==> src/rtl/bp_be_wb_arbiter.sv <==
// bp_be_wb_arbiter
//
// Shares one register-file write port between the in-order pipeline
// writeback and the long-latency writeback path (divider / FPU iterative
// ops). The pipeline always wins. Long results that cannot be written
// immediately are held in a small in-order FIFO. When the FIFO head has
// waited starve_limit_p cycles, a dispatch hold is raised so the pipeline
// drains and the head gets a slot.
//
// Ports
//   clk_i, reset_n_i       clock, asynchronous active-low reset
//   pipe_v_i/addr_i/data_i pipeline writeback (always accepted)
//   long_v_i/addr_i/data_i long-latency writeback; transfer on v & ready
//   long_ready_o           FIFO has room (from registered state only)
//   w_v_o/w_addr_o/w_data_o registered regfile write port
//   stall_o                registered dispatch-hold request
//   empty_o                no buffered long result and no long write in flight
module bp_be_wb_arbiter #(
    parameter int addr_width_p   = 5,
    parameter int data_width_p   = 64,
    parameter int fifo_els_p     = 2,
    parameter int starve_limit_p = 4,
    parameter int drop_x0_p      = 1
) (
    input  logic                    clk_i,
    input  logic                    reset_n_i,
    input  logic                    pipe_v_i,
    input  logic [addr_width_p-1:0] pipe_addr_i,
    input  logic [data_width_p-1:0] pipe_data_i,
    input  logic                    long_v_i,
    output logic                    long_ready_o,
    input  logic [addr_width_p-1:0] long_addr_i,
    input  logic [data_width_p-1:0] long_data_i,
    output logic                    w_v_o,
    output logic [addr_width_p-1:0] w_addr_o,
    output logic [data_width_p-1:0] w_data_o,
    output logic                    stall_o,
    output logic                    empty_o
);

    localparam int ptr_w_lp = (fifo_els_p > 1) ? $clog2(fifo_els_p) : 1;
    localparam int cnt_w_lp = $clog2(fifo_els_p + 1);
    localparam int age_w_lp = $clog2(starve_limit_p + 1);

    localparam logic [cnt_w_lp-1:0] fifo_full_lp = cnt_w_lp'(fifo_els_p);
    localparam logic [ptr_w_lp-1:0] ptr_last_lp  = ptr_w_lp'(fifo_els_p - 1);
    localparam logic [age_w_lp-1:0] age_max_lp   = age_w_lp'(starve_limit_p);

    // Pointer advance with wrap at fifo_els_p (depth need not be a power of 2).
    function automatic logic [ptr_w_lp-1:0] ptr_inc(input logic [ptr_w_lp-1:0] p);
        return (p == ptr_last_lp) ? '0 : p + ptr_w_lp'(1);
    endfunction

    // Saturating age increment.
    function automatic logic [age_w_lp-1:0] age_sat_inc(input logic [age_w_lp-1:0] a);
        return (a >= age_max_lp) ? age_max_lp : a + age_w_lp'(1);
    endfunction

    logic [addr_width_p-1:0] addr_mem [fifo_els_p];
    logic [data_width_p-1:0] data_mem [fifo_els_p];

    logic [ptr_w_lp-1:0] rd_ptr_r, wr_ptr_r;
    logic [cnt_w_lp-1:0] count_r, count_next;
    logic [age_w_lp-1:0] age_r, age_next;
    logic                w_long_r;

    logic                    fifo_nonempty, long_xfer;
    logic                    grant_head, grant_byp, enq, deq;
    logic [addr_width_p-1:0] win_addr_p0;
    logic [data_width_p-1:0] win_data_p0;
    logic                    vld_p0, long_win_p0;

    // ---- stage p0: arbitration on inputs and registered FIFO state ----
    assign fifo_nonempty = (count_r != '0);
    assign long_ready_o  = (count_r < fifo_full_lp);
    assign long_xfer     = long_v_i & long_ready_o;

    assign grant_head = ~pipe_v_i & fifo_nonempty;
    assign grant_byp  = ~pipe_v_i & ~fifo_nonempty & long_xfer;
    assign enq        = long_xfer & ~grant_byp;
    assign deq        = grant_head;

    always_comb begin
        win_addr_p0 = pipe_addr_i;
        win_data_p0 = pipe_data_i;
        if (grant_head) begin
            win_addr_p0 = addr_mem[rd_ptr_r];
            win_data_p0 = data_mem[rd_ptr_r];
        end else if (grant_byp) begin
            win_addr_p0 = long_addr_i;
            win_data_p0 = long_data_i;
        end
    end

    // The winner is consumed even when its x0 write is suppressed.
    assign vld_p0 = (pipe_v_i | grant_head | grant_byp)
                  & ~((drop_x0_p != 0) && (win_addr_p0 == '0));
    assign long_win_p0 = grant_head | grant_byp;

    always_comb begin
        count_next = count_r;
        case ({enq, deq})
            2'b10:   count_next = count_r + cnt_w_lp'(1);
            2'b01:   count_next = count_r - cnt_w_lp'(1);
            default: count_next = count_r;
        endcase
    end

    // Age restarts whenever a new entry becomes head (or nothing is buffered).
    always_comb begin
        age_next = '0;
        if (fifo_nonempty && !deq)
            age_next = age_sat_inc(age_r);
    end

    // FIFO storage carries data only; no reset needed.
    always_ff @(posedge clk_i) begin
        if (enq) begin
            addr_mem[wr_ptr_r] <= long_addr_i;
            data_mem[wr_ptr_r] <= long_data_i;
        end
    end

    always_ff @(posedge clk_i or negedge reset_n_i) begin
        if (!reset_n_i) begin
            rd_ptr_r <= '0;
            wr_ptr_r <= '0;
            count_r  <= '0;
            age_r    <= '0;
            stall_o  <= 1'b0;
        end else begin
            if (enq) wr_ptr_r <= ptr_inc(wr_ptr_r);
            if (deq) rd_ptr_r <= ptr_inc(rd_ptr_r);
            count_r <= count_next;
            age_r   <= age_next;
            stall_o <= (age_next == age_max_lp);
        end
    end

    // ---- stage p1: registered write port ----
    always_ff @(posedge clk_i or negedge reset_n_i) begin
        if (!reset_n_i) begin
            w_v_o    <= 1'b0;
            w_long_r <= 1'b0;
            w_addr_o <= '0;
            w_data_o <= '0;
        end else begin
            w_v_o    <= vld_p0;
            w_long_r <= vld_p0 & long_win_p0;
            w_addr_o <= win_addr_p0;
            w_data_o <= win_data_p0;
        end
    end

    assign empty_o = (count_r == '0) & ~(w_v_o & w_long_r);

endmodule
==> config.mk <==
export PLATFORM = sky130hd
export DESIGN_NAME = bp_be_wb_arbiter
export DESIGN_NICKNAME = d
export VERILOG_FILES = /design/src/rtl/bp_be_wb_arbiter.sv
export SDC_FILE = /design/constraint.sdc
export NUM_CORES = 1
export LEC_CHECK = 0
export CAP_MARGIN = 20
export CORE_MARGIN = 5
export CORE_UTILIZATION = 57
export CTS_BUF_LIST = sky130_fd_sc_hd__clkbuf_8 sky130_fd_sc_hd__clkbuf_16
export CTS_CLUSTER_DIAMETER = 100
export DETAILED_ROUTE_END_ITERATION = 8
export DONT_BUFFER_PORTS = 1
export PLACE_DENSITY_LB_ADDON = 0.08
export SLEW_MARGIN = 10
export SYNTH_ARGS = -nofsm -noshare
export SYNTH_HDL_FRONTEND = slang
export SYNTH_SLANG_ARGS = --single-unit
==> constraint.sdc <==
create_clock -name clk_i -period 3.8 [get_ports clk_i]
set_input_delay 0.38 -clock clk_i [delete_from_list [all_inputs] [get_ports clk_i]]
set_output_delay 0.38 -clock clk_i [all_outputs]
set_load 0.01 [all_outputs]
Word level (Yosys, flattened, before mapping)
Memories as Yosys holds them, arrays and structs flattened.
Index checks and enable logic that the tools add are counted.
{"block": "word_totals", "register_bits": 79, "latch_bits": 0, "ramBits": 138, "rom_bits": 0, "inputBits": 142, "output_inout_bits": 73, "elab_cells": 55, "n_memories": 2}
{"name": "data_mem", "words": 2, "word_bits": 64, "read_ports": 1, "rd_clocked_by_memory_dff": 0, "write_ports": 1, "line": "60", "text": "logic [data_width_p-1:0] data_mem [fifo_els_p];"}
{"name": "addr_mem", "words": 2, "word_bits": 5, "read_ports": 1, "rd_clocked_by_memory_dff": 0, "write_ports": 1, "line": "59", "text": "logic [addr_width_p-1:0] addr_mem [fifo_els_p];"}
{"block": "classes", "add_sub_neg": 5, "n_mul": 0, "div": 0, "n_lt_le_gt_ge": 2, "n_eq_ne": 3, "n_shift": 0, "muxes": 11, "bitwise_logic": 17, "reduce_logical": 6}
{"operator": "2-to-1 mux 64 bit", "count": 2}
{"operator": "2-to-1 mux 5 bit", "count": 2}
{"operator": "bitwise AND 1 bit", "count": 9}
{"operator": "2-to-1 mux 3 bit", "count": 2}
{"operator": "zero test 5 bit", "count": 1}
{"operator": "NOT 1 bit", "count": 5}
{"operator": "2-to-1 mux 1 bit", "count": 4}
{"operator": "case mux 2 bit (2 select lines)", "count": 1}
{"operator": "nonzero test 2 bit", "count": 2}
{"operator": "adder 3 x 1 -> 3 bit (second input constant)", "count": 1}
{"operator": "== test 3 bit (second input constant)", "count": 1}
{"operator": ">= comparator 3 bit (second input constant)", "count": 1}
{"operator": "bitwise OR 1 bit", "count": 3}
{"operator": "adder 1 bit (second input constant)", "count": 2}
{"operator": "adder 2 x 1 -> 2 bit (second input constant)", "count": 1}
{"operator": "== test 2 x 1 -> 1 bit (second input constant)", "count": 1}
{"operator": "== test 2 bit (second input constant)", "count": 1}
{"operator": "zero test 2 bit", "count": 1}
{"operator": "< comparator 2 bit (second input constant)", "count": 1}
{"operator": "subtractor 2 x 1 -> 2 bit (second input constant)", "count": 1}
{"operator": "logical AND 1 bit", "count": 1}
{"operator": "zero test 1 bit", "count": 1}

Longest topological paths before layout
{"block": "depth", "depth_word": 10, "mapped_depth": 9, "mapped_depth_nobuf": 6}

Least setup slack after synthesis
OpenSTA, ideal clock, no wires.
{"block": "synth_timing", "path_kind": "flip-flop to flip-flop", "start": "register count_r[1]", "end": "memory addr_mem[0][0], enable pin", "setup_ns": 0.497, "arrival_ns": 3.666, "required_ns": 3.303, "path_slack_ns": -0.362, "path_stages_with_launch": 4, "path_buffers": 0, "synth_period_minus_slack_ns": 4.162, "cell_sequence": "dfrtp_1 inv_1 o211ai_1 nor2_1"}
{"block": "synth_via", "elab_cells_between_ends": 10, "classes_between": "order compare: 1; mux: 2; bitwise: 6; reduce/logical: 1"}
{"item": "start, declared", "line": "63", "text": "logic [cnt_w_lp-1:0] count_r, count_next;"}
{"item": "start signal, assigned", "line": "134", "text": "count_r <= count_next;"}
{"item": "< comparator 2 bit *", "line": "75", "text": "assign long_ready_o = (count_r < fifo_full_lp);"}
{"item": "via long_ready_o", "line": "31", "text": "output logic long_ready_o,"}
{"item": "bitwise AND 1 bit *", "line": "76", "text": "assign long_xfer = long_v_i & long_ready_o;"}
{"item": "bitwise AND 1 bit", "line": "79", "text": "assign grant_byp = ~pipe_v_i & ~fifo_nonempty & long_xfer;"}
{"item": "NOT 1 bit", "line": "80", "text": "assign enq = long_xfer & ~grant_byp;"}
{"item": "bitwise AND 1 bit *", "line": "80"}
{"item": "2-to-1 mux 1 bit *", "line": "118", "text": "if (enq) begin"}
{"item": "2-to-1 mux 1 bit (implied by the code) *", "line": "119", "text": "addr_mem[wr_ptr_r] <= long_addr_i;"}
{"item": "end, declared", "line": "59"}
The timed path passes the listed nets; every way through them passes the cells marked *.

Worst setup path in the final report
{"block": "layout_timing", "start": "register count_r[0]", "end": "register w_v_o"}
{"block": "layout_via", "elab_chain_cells": 9, "elab_cells_between_ends": 14, "classes_between": "order compare: 1; mux: 2; bitwise: 9; reduce/logical: 2"}
{"item": "parallel branches: the longest is 5 deep, another holds < comparator 2 bit"}
{"item": "2-to-1 mux 5 bit *", "line": "86", "text": "if (grant_head) begin"}
{"item": "via win_addr_p0[0]", "line": "69", "text": "logic [addr_width_p-1:0] win_addr_p0;"}
{"item": "zero test 5 bit *", "line": "97", "text": "& ~((drop_x0_p != 0) && (win_addr_p0 == '0));"}
{"item": "NOT 1 bit *", "line": "97"}
{"item": "bitwise AND 1 bit *", "line": "97"}
{"item": "via vld_p0", "line": "71", "text": "logic vld_p0, long_win_p0;"}
{"item": "end signal, assigned", "line": "148", "text": "w_v_o <= vld_p0;"}
{"item": "end, declared", "line": "34", "text": "output logic w_v_o,"}
Mark *: on every way through the listed nets, which the timed path passes.
A chain may end at the register's enable or synchronous reset.

==> impl_results.md <==
- Outcome: finished, final reports clean
- CP Data Required Time: 4.14 ns
- Layout area overhead: 19.20%
- First-pass GRT wire length: 29810 um
- Number of global-route vias before repair: 5556
- Port Buffer Count: 0
- Startpoint Class: register
- Yosys warns: 0
- ANT cells: 0
- Antenna Nets Post-Route: 0
- Clk root buf: clkbuf_16
- CTS tree: yes
- Routability cong.: 0.8005
- Post-Route WL: 19040 um
- Min-Delay Path Class: in -> reg
- Main combinational cell family by area after synthesis: compound AO/OA/AOI/OAI gates
- # hold bufs at CTS: 72
- Largest area contributor in the netlist: edfxtp_1
- RSZ-0062 raised after global routing: false
- Worst-margin pin slew: 0.9713 ns
- Total design power: 7077 uW
- First-pass DRT Iterations: 4
- Share of post-route cells with drive strength above 1: 7.939%
- DR vias: 5322
- I/O pin total: 215
- CTS Buffer Depth: 3
- Pre-CTS WS: 1.175 ns
- VDD IR-drop max: 0.4380 mV
- DR iter-0 viols: 322
- Crit Path Max Fanout: 48
- Worst R2R Start: count_r[0]
- Pins Over Slew Limit: 0
- Reg-to-reg slack, setup: 1.12 ns
- CP max stage cell: or4b_2
- Gr ovfl total: 0
- LEAKAGE: 0.003627 uW
- Synth Instances: 641
- Commonest non-fill, non-tap cell in the layout: edfxtp_1
- Post-synthesis compound-gate area fraction: 11.80%
- Wirelength per Cell: 21.11 um
- Clock sinks: 217
- Simple-gate area share of the yosys netlist: 11.74%
- Nets: 847
- Final core occ: 69.39%
- Fmax: 0.3727 GHz
- DRC: 0
- Routed vias/inst: 5.900
- Fillers: 1025
- CTS resizes: 0
- Clock Latency Late Sink: 0.50 ns
- Fin Hold WS: 0.02774 ns
- Rows: 44
- Worst Hold End: w_data_o[36]
- Ys flop type: edfxtp_1
- Placed insts: 789
- Number of buffers and inverters on the critical path: 1
- Core ar.: 14530 um^2
- Synth cell types: 28
- Worst Slack Setup Final: 1.117 ns
- Die ar.: 17380 um^2
- Final Skew: 0.01924 ns
- Hold Path Stages: 2
- TritonCTS Buffers: 23
- Htree depth: 1
- CP cell instances: or4b_2 > buf_4 > o22ai_2 > nor2_1 > nor4_2 > a21oi_1
- Critical Path Max Stage Delay: 0.93 ns
- Post-Syn Area: 8461 um^2
- Final worst-path cycle share: 70.60%
- Initial Util: 58.21%
- # Max-Cap Violations: 0
- Synthesized area per cell: 13.20 um^2
- FFs w/ async S/R, synth: 36.41%
- Final min period: 2.683 ns
- Top cells by area, synth: edfxtp_1 (49%), dfrtp_1 (23%), a211oi_1 (5.8%)
- Area share of the largest cell type after synthesis: 48.98%
- Worst slew margin: 35.25%
- #FFs+latches synth: 217
- Clk pin slew, worst setup/hold paths: 0.06 ns
- EDFF count, synth: 138
- Maximum number of pins on one net before global-route repair: 135
- CP arrival: 3.03 ns
- Top delay family on crit path: simple AND/OR/NAND/NOR gates
- Critical R2R Capture: w_v_o
- Area share of fa/ha/maj cells after synthesis: 0.4437%
- Final hold violations: 0
- Pwr dens: 701.8 nW/um^2
- Initial antenna violation count: 0
- Reg2reg path depth: 6
- Syn_nets: 786
- Xor/xnor share of the synthesized area: 0.5176%
- Cell Count, Final, Fillers Out: 902
- Kind of critical path: reg -> reg
- Final setup vio count: 0
- Setup crit end kind: register
- Setup Buffers After CTS: 0
- Most frequent cells in the layout: edfxtp_1 (138), nand2_1 (129), dfrtp_1 (78), dlygate4sd3_1 (71)
- HPWL Detailed: 10840 um
- Die Wd: 131.8 um
- GR Util All Layers: 21.18%
- Die Height: 131.8 um
- Min-delay src: long_data_i[36]
- Register area share after synthesis: 72.35%
- Multiplexer share of the synthesized area: 0.5324%
==> sequential cells by signal, summed over array words and instances (netlist names) <==
register and count:
w_long_r 1, age_r 3, w_v_o 1, w_data_o 64, data_mem 128, stall_o 1, w_addr_o 5, count_r 2
rd_ptr_r 1, addr_mem 10, wr_ptr_r 1
==> synthesized netlist by cell type, types with 4 or more instances <==
cell        n
inv_1       7
a21oi_1     7
xnor2_1     5
buf_1       4
a31oi_1    65
nand2_1   129
nor3_1      4
nor2b_1    65
mux2_2      4
o22ai_1     4
nor2_1     11
edfxtp_1  138
a211oi_1   65
dfrtp_1    79
clkbuf_1   25
buf_2      15
==> report_power, final <==
part	internal, uW	switching [uW]	total, uW
clock network	1250	845	2100
logic	506	812	1320
registers	3130	532	3660
total	4890	2190	7080
==> metrics by stage <==
stage               instance area (um^2)  TNS, ns
finish                             10080        0
global route                       10080        0
global placement                    8616        0
CTS                                10080        0
floorplan                           8461   -50.00
detailed placement                  8616        0
==> cell type report <==
type | instances | area, um^2 | area share (%)
Sequential cell | 217 | 6125 | 60.73
Multi-Input combinational cell | 372 | 2142 | 21.24
Timing Repair Buffer | 81 | 830.8 | 8.238
Clock buffer | 31 | 685.7 | 6.799
Tap cell | 184 | 230.2 | 2.283
Clock inverter | 10 | 45.04 | 0.4466
Inverter | 7 | 26.28 | 0.2605
==> worst max path at each step <==
stage	start	endpoint	slack, ns	cells past startpoint
after CTS	count_r[0]	w_v_o	1.16	6
after global routing	count_r[0]	w_v_o	0.97	6
after floorplan	count_r[1]	addr_mem[0][0]	-0.36	3
after global placement	count_r[0]	w_long_r	1.24	6
final	count_r[0]	w_v_o	1.12	6
after detailed placement	count_r[0]	w_v_o	1.18	6
==> per-layer routing <==
metal | routed length (um) | track usage [%]
met5 | 0 | 0
met4 | 379 | 6.343
met3 | 1758 | 6.336
met2 | 9374 | 35.19
met1 | 7529 | 27.15
==> logic make-up after synthesis <==
group | after synthesis
fa+ha+maj | 3
compound gates | 146
buf+inv | 52
simple gates | 214
flops | 217
xor+xnor | 5
mux | 4
Power figures use the tool's default switching activity.
